--- src/rtl/rf_wb_arbiter_pkg.sv ---
// Shared constants and types for the register-file write-back arbiter.
package rf_wb_pkg;

    localparam int XLEN     = 32;
    localparam int AW       = 5;
    localparam int STARVE_W = 4;

    typedef struct packed {
        logic [AW-1:0]   addr;
        logic [XLEN-1:0] data;
    } wb_req_t;

    typedef enum logic [1:0] {
        GNT_NONE = 2'd0,
        GNT_A    = 2'd1,
        GNT_B    = 2'd2
    } grant_e;

endpackage

--- src/rtl/rf_wb_arbiter_if.sv ---
// Write-back request/response bus between the two sources and the register file.
// Optional read-bypass signals are present when RF_WB_BYPASS_EN is defined.
interface rf_wb_arbiter_if;
    import rf_wb_pkg::*;

    logic            a_valid;
    logic            a_ready;
    logic [AW-1:0]   a_addr;
    logic [XLEN-1:0] a_data;
    logic            b_valid;
    logic            b_ready;
    logic [AW-1:0]   b_addr;
    logic [XLEN-1:0] b_data;
    logic            rf_we;
    logic [AW-1:0]   rf_wR;
    logic [XLEN-1:0] rf_wD;
`ifdef RF_WB_BYPASS_EN
    logic [AW-1:0]   rR1;
    logic [AW-1:0]   rR2;
    logic [XLEN-1:0] rf_rD1;
    logic [XLEN-1:0] rf_rD2;
    logic [XLEN-1:0] rD1;
    logic [XLEN-1:0] rD2;
`endif

    modport master (
        output a_valid, a_addr, a_data, b_valid, b_addr, b_data,
        input  a_ready, b_ready, rf_we, rf_wR, rf_wD
`ifdef RF_WB_BYPASS_EN
        , output rR1, rR2, rf_rD1, rf_rD2
        , input  rD1, rD2
`endif
    );

    modport slave (
        input  a_valid, a_addr, a_data, b_valid, b_addr, b_data,
        output a_ready, b_ready, rf_we, rf_wR, rf_wD
`ifdef RF_WB_BYPASS_EN
        , input  rR1, rR2, rf_rD1, rf_rD2
        , output rD1, rD2
`endif
    );

endinterface

--- src/rtl/rf_wb_starve_ctr.sv ---
// Saturating count of consecutive stalled B cycles; asserts force_b at the limit.
module rf_wb_starve_ctr
    import rf_wb_pkg::*;
#(
    parameter int STARVE_LIMIT = 4
) (
    input  logic                clk,
    input  logic                rst,
    input  logic                b_valid,
    input  logic                b_ready,
    output logic [STARVE_W-1:0] cnt,
    output logic                force_b
);

    localparam logic [STARVE_W-1:0] LIMIT = STARVE_W'(STARVE_LIMIT);

    assign force_b = (cnt == LIMIT);

    // Any cycle that is not a stalled B request (B accepted or B idle) clears the count.
    always_ff @(posedge clk or posedge rst) begin
        if (rst) begin
            cnt <= '0;
        end else if (b_valid && !b_ready) begin
            if (cnt != LIMIT) begin
                cnt <= cnt + 1'b1;
            end
        end else begin
            cnt <= '0;
        end
    end

endmodule

--- src/rtl/rf_wb_arbiter.sv ---
// Fixed-priority (A over B) register-file write-port arbiter with starvation override.
// Define RF_WB_BYPASS_EN to add read-port forwarding of the staged write.
module rf_wb_arbiter
    import rf_wb_pkg::*;
#(
    parameter int STARVE_LIMIT = 4
) (
    input  logic          clk,
    input  logic          rst,
    rf_wb_arbiter_if.slave bus
);

    logic                force_b;
    logic [STARVE_W-1:0] starve_cnt;
    grant_e              grant;
    wb_req_t             win;

    assign bus.a_ready = !force_b;
    assign bus.b_ready = force_b | !bus.a_valid;

    // The ready equations make A and B transfers mutually exclusive.
    always_comb begin
        grant = GNT_NONE;
        win   = '0;
        if (bus.a_valid && bus.a_ready) begin
            grant     = GNT_A;
            win.addr  = bus.a_addr;
            win.data  = bus.a_data;
        end else if (bus.b_valid && bus.b_ready) begin
            grant     = GNT_B;
            win.addr  = bus.b_addr;
            win.data  = bus.b_data;
        end
    end

    rf_wb_starve_ctr #(
        .STARVE_LIMIT (STARVE_LIMIT)
    ) u_starve (
        .clk     (clk),
        .rst     (rst),
        .b_valid (bus.b_valid),
        .b_ready (bus.b_ready),
        .cnt     (starve_cnt),
        .force_b (force_b)
    );

    // x0 writes complete the handshake but never reach the array.
    always_ff @(posedge clk or posedge rst) begin
        if (rst) begin
            bus.rf_we <= 1'b0;
            bus.rf_wR <= '0;
            bus.rf_wD <= '0;
        end else begin
            bus.rf_we <= (grant != GNT_NONE) && (win.addr != '0);
            if ((grant != GNT_NONE) && (win.addr != '0)) begin
                bus.rf_wR <= win.addr;
                bus.rf_wD <= win.data;
            end
        end
    end

`ifdef RF_WB_BYPASS_EN
    assign bus.rD1 = (bus.rf_we && bus.rf_wR == bus.rR1 && bus.rR1 != '0) ? bus.rf_wD : bus.rf_rD1;
    assign bus.rD2 = (bus.rf_we && bus.rf_wR == bus.rR2 && bus.rR2 != '0) ? bus.rf_wD : bus.rf_rD2;
`endif

endmodule

--- src/flat_wrapper.sv ---
// flat-port wrapper written by rule: the top's interface ports become plain ports
module rf_wb_arbiter_flat import rf_wb_pkg::*;
#(
    parameter int STARVE_LIMIT = 4
)
  (clk, rst, bus_a_valid, bus_a_addr, bus_a_data, bus_b_valid, bus_b_addr, bus_b_data, bus_a_ready, bus_b_ready, bus_rf_we, bus_rf_wR, bus_rf_wD);
  rf_wb_arbiter_if bus_i ();
  input  logic clk;
  input  logic rst;
  input wire logic [$bits(bus_i.a_valid)-1:0] bus_a_valid;
  input wire logic [$bits(bus_i.a_addr)-1:0] bus_a_addr;
  input wire logic [$bits(bus_i.a_data)-1:0] bus_a_data;
  input wire logic [$bits(bus_i.b_valid)-1:0] bus_b_valid;
  input wire logic [$bits(bus_i.b_addr)-1:0] bus_b_addr;
  input wire logic [$bits(bus_i.b_data)-1:0] bus_b_data;
  output wire logic [$bits(bus_i.a_ready)-1:0] bus_a_ready;
  output wire logic [$bits(bus_i.b_ready)-1:0] bus_b_ready;
  output wire logic [$bits(bus_i.rf_we)-1:0] bus_rf_we;
  output wire logic [$bits(bus_i.rf_wR)-1:0] bus_rf_wR;
  output wire logic [$bits(bus_i.rf_wD)-1:0] bus_rf_wD;
  assign bus_i.a_valid = bus_a_valid;
  assign bus_i.a_addr = bus_a_addr;
  assign bus_i.a_data = bus_a_data;
  assign bus_i.b_valid = bus_b_valid;
  assign bus_i.b_addr = bus_b_addr;
  assign bus_i.b_data = bus_b_data;
  assign bus_a_ready = bus_i.a_ready;
  assign bus_b_ready = bus_i.b_ready;
  assign bus_rf_we = bus_i.rf_we;
  assign bus_rf_wR = bus_i.rf_wR;
  assign bus_rf_wD = bus_i.rf_wD;
  rf_wb_arbiter #(.STARVE_LIMIT(STARVE_LIMIT)) u_core (.clk(clk), .rst(rst), .bus(bus_i));
endmodule
--- config.mk ---
export PLATFORM = sky130hd
export DESIGN_NAME = rf_wb_arbiter_flat
export DESIGN_NICKNAME = d
export VERILOG_FILES = /design/src/rtl/rf_wb_arbiter_pkg.sv /design/src/rtl/rf_wb_arbiter_if.sv /design/src/rtl/rf_wb_starve_ctr.sv /design/src/rtl/rf_wb_arbiter.sv /design/src/flat_wrapper.sv
export SDC_FILE = /design/constraint.sdc
export NUM_CORES = 1
export LEC_CHECK = 0
export BUFFER_PORTS_ARGS = -buffer_cell sky130_fd_sc_hd__buf_2
export CAP_MARGIN = 0
export CORE_MARGIN = 2
export CORE_UTILIZATION = 44
export CTS_BUF_LIST = sky130_fd_sc_hd__clkbuf_4 sky130_fd_sc_hd__clkbuf_8
export DETAILED_ROUTE_END_ITERATION = 16
export PLACE_DENSITY = 0.79
export SYNTH_ARGS = -nofsm -noshare
export SYNTH_HDL_FRONTEND = slang
export SYNTH_HIERARCHICAL = 1
export SYNTH_SLANG_ARGS = --single-unit
--- constraint.sdc ---
create_clock -name clk -period 3.04 [get_ports clk]
set_input_delay 0.912 -clock clk [delete_from_list [all_inputs] [get_ports clk]]
set_output_delay 0.912 -clock clk [all_outputs]
set_load 0.01 [all_outputs]
==> results.cfg <==
[power]
power_frac_seq_pct = 49.2
power_frac_comb_pct = 22.7
ir_drop_v = 0.000249
p_leak_nw = 1.68
pwr_density_cell_nw_per_um2 = 441
internal-power_mw = 0.952
power_frac_clock_pct = 28.2
p_sw_mw = 0.356
power_mw = 1.31
p_sw_share_pct = 27.2

[synth]
synth_enable_flop_cells = 0
synth-adder-area-share_pct = 1.13
synth.area.mux_share_pct = 17.6
synth.most_common_cell = nand2_1
synth_top_family_by_area = simple AND/OR/NAND/NOR gates
synth_top_area_share_pct = 47.3
ys_async_sr_fraction_pct = 100
synth_compound_area_share_pct = 2.53
synthDistinctLibCells = 25
synthesis.nets = 314
avgSynthCellArea_sq_um = 9.50
synth-seq-cells = 42
syn_inst = 234
yosys.area.top_type = dfrtp_1
ys.warnings.count = 6
yosysSeqAreaShare_pct = 47.3
synth_xor_area_share_pct = 0
ys_top_cells_by_area = dfrtp_1 47%, nand2_1 12%, mux2_2 9.1%, nand3_1 8.1%, mux2_1 7.1%
synth_commonest_cells = 72 x nand2_1, 42 x dfrtp_1, 36 x nand3_1
synth_area_sq_um = 2220
synth_flop_cell = dfrtp_1
synth-simple-area-share_pct = 26.1

[global_route]
grt_busiest_layer = met2
track_usage_pct = 19.7
grt_antenna_before_repair = 0
grtUsageMet1_pct = 21.7
grtUsageMet2_pct = 36.7
use_met3_pct = 4.95
grt_max_degree = 38
grt_pass1_wl_mm = 8.43
overflow = 0
grt_pass1_vias = 1970

[cts]
clk_pin_slew_ns = 0.08
cts_resized = 0
cts.sinks = 42
cts_made_buffers = 5
root_buffer = clkbuf_8
cts_setup_buffers = 0
tritoncts = built
cts_hold_buf = 0
insertion_delay_ns = 0.28
h-tree-depth = 2
clockBufferDepth = 2

[routing]
num_vias = 2016
postRouteAntennaNets = 0
wl_mm = 5.31
dr.first_iter.drc_count = 69
vias_per_cell = 4.81
wl_per_cell_um = 12.7
drcViolationCount = 0
first_pass_iters = 4

[sta]
period_minus_slack_ns = 2.86
finalCritPeriodShare_pct = 94.2
worst_pin_slew_ns = 0.465
slew_headroom_pct = 69.0
fin_skew_ns = 0.00810
hold_violations = 0
finalMaxSlewViolations = 0
max_freq_mhz = 349
rsz0062_at_grt = no
finalSetupTns_ns = 0
final-setup-viol-count = 0

[worst_setup_path]
crit_required_ns = 2.13
end_kind = output port
critPathMaxFanout = 26
crit_type = reg -> out
cp.arrival_ns = 1.95
start_kind = flop

[die]
die_width_um = 75.1
dieArea_sq_um = 5640
initial_utilization_pct = 46.5
std_cell_rows = 25
dieHeight_um = 75.1
io_pins = 118
core-area_sq_um = 4790

[placement]
portBuffers = 117
place.gp.congestion = 0.789
dp.final_hpwl_mm = 4.08
place_inst = 411

[final_layout]
final_cells = 419
syn2layout_area_growth_pct = 33.4
num_antenna_cells = 0
fin_nets = 431
drive_above_1_share_pct = 44.0

[flow_run]
maxCapViolCount = 0

[min_path]
hold_class = in -> async

[status]
run_status = finished, final reports clean
## cell type report
type                       instances  area [sq um]
fill                             429          1820
multi-input combinational        168          1050
clock buffer                       7          90.1
inverter                           8          30.0
clock inverter                     1          5.00
sequential                        42          1050
tap                               67          83.8
timing repair buffer             126           653
## per-stage QoR
step	hold WS, ns	setup slack, ns	utilization, %	cell area (sq um)
after detailed placement	0.476	0.340	60.0	2870
final	0.468	0.177	62.0	2970
after global placement	0.471	0.405	60.0	2870
after global routing	0.464	0.0683	62.0	2970
after CTS	0.460	0.157	62.0	2970
after floorplan	0.518	0.541	-	2220
## logic make-up after synthesis
family / after synthesis
and+or+nand+nor: 123
DFF: 42
muxes: 35
buffers and inverters: 24
AOI/OAI and AO/OA: 8
adders and majority gates: 2
## flip-flops by register name (all words and copies together) (netlist names)
name / cells
u_core/bus.rf_we: 1
u_core/bus.rf_wD: 32
u_core/u_starve/cnt: 4
u_core/bus.rf_wR: 5
## placed cells by master, fill, tap and decap left out, drive strengths merged, types with 2 or more instances in the layout
master and instances:
nand2 72, clkbuf 7, nor2 2, mux2i 3, mux2 32, ha 2, nand3b 6, o21ai 2
inv 8, a21o 5, dfrtp 42, buf 126, nand3 36
## layer usage
layer  vias to the layer above  wire, um
li1                       1014         -
met1                       909      2050
met2                        89      2770
met3                         4       436
met4                         0        48
met5                         -         0
## worst paths after layout
| path | startpoint | end | slack [ns] | depth (start not counted) |
|---|---|---|---|---|
| max | u_core/u_starve/cnt[0]$_DFFE_PP0P_ | bus_b_ready | 0.18 | 7 |
| min | rst | u_core/bus.rf_wD[5]$_DFFE_PP0P_ | 0.47 | 2 |
| max reg2reg | u_core/u_starve/cnt[0]$_DFFE_PP0P_ | u_core/bus.rf_wD[6]$_DFFE_PP0P_ | 0.40 | 10 |
| min reg2reg | u_core/bus.rf_wD[10]$_DFFE_PP0P_ | u_core/bus.rf_wD[10]$_DFFE_PP0P_ | 0.49 | 1 |
| max in group asynchronous | rst | u_core/bus.rf_wD[16]$_DFFE_PP0P_ | 1.93 | 3 |
| min in group clk | u_core/bus.rf_wD[10]$_DFFE_PP0P_ | u_core/bus.rf_wD[10]$_DFFE_PP0P_ | 0.49 | 1 |
## power groups by stage
stage,combinational (mW),clock [mW],sequential (mW)
detailed placement,0.300,0,0.654
CTS,0.301,0.385,0.644
floorplan,0.140,0,0.678
finish,0.296,0.369,0.643
global route,0.333,0.405,0.650
global placement,0.292,0,0.653
## worst max-delay path: stages, from the launching register on
cell and delay (ns):
dfrtp_1 0.43, inv_1 0.07, ha_1 0.17, and3b_1 0.36, nor2b_4 0.09, inv_2 0.09, buf_4 0.27, buf_2 0.18
Power figures use the tool's default switching activity.
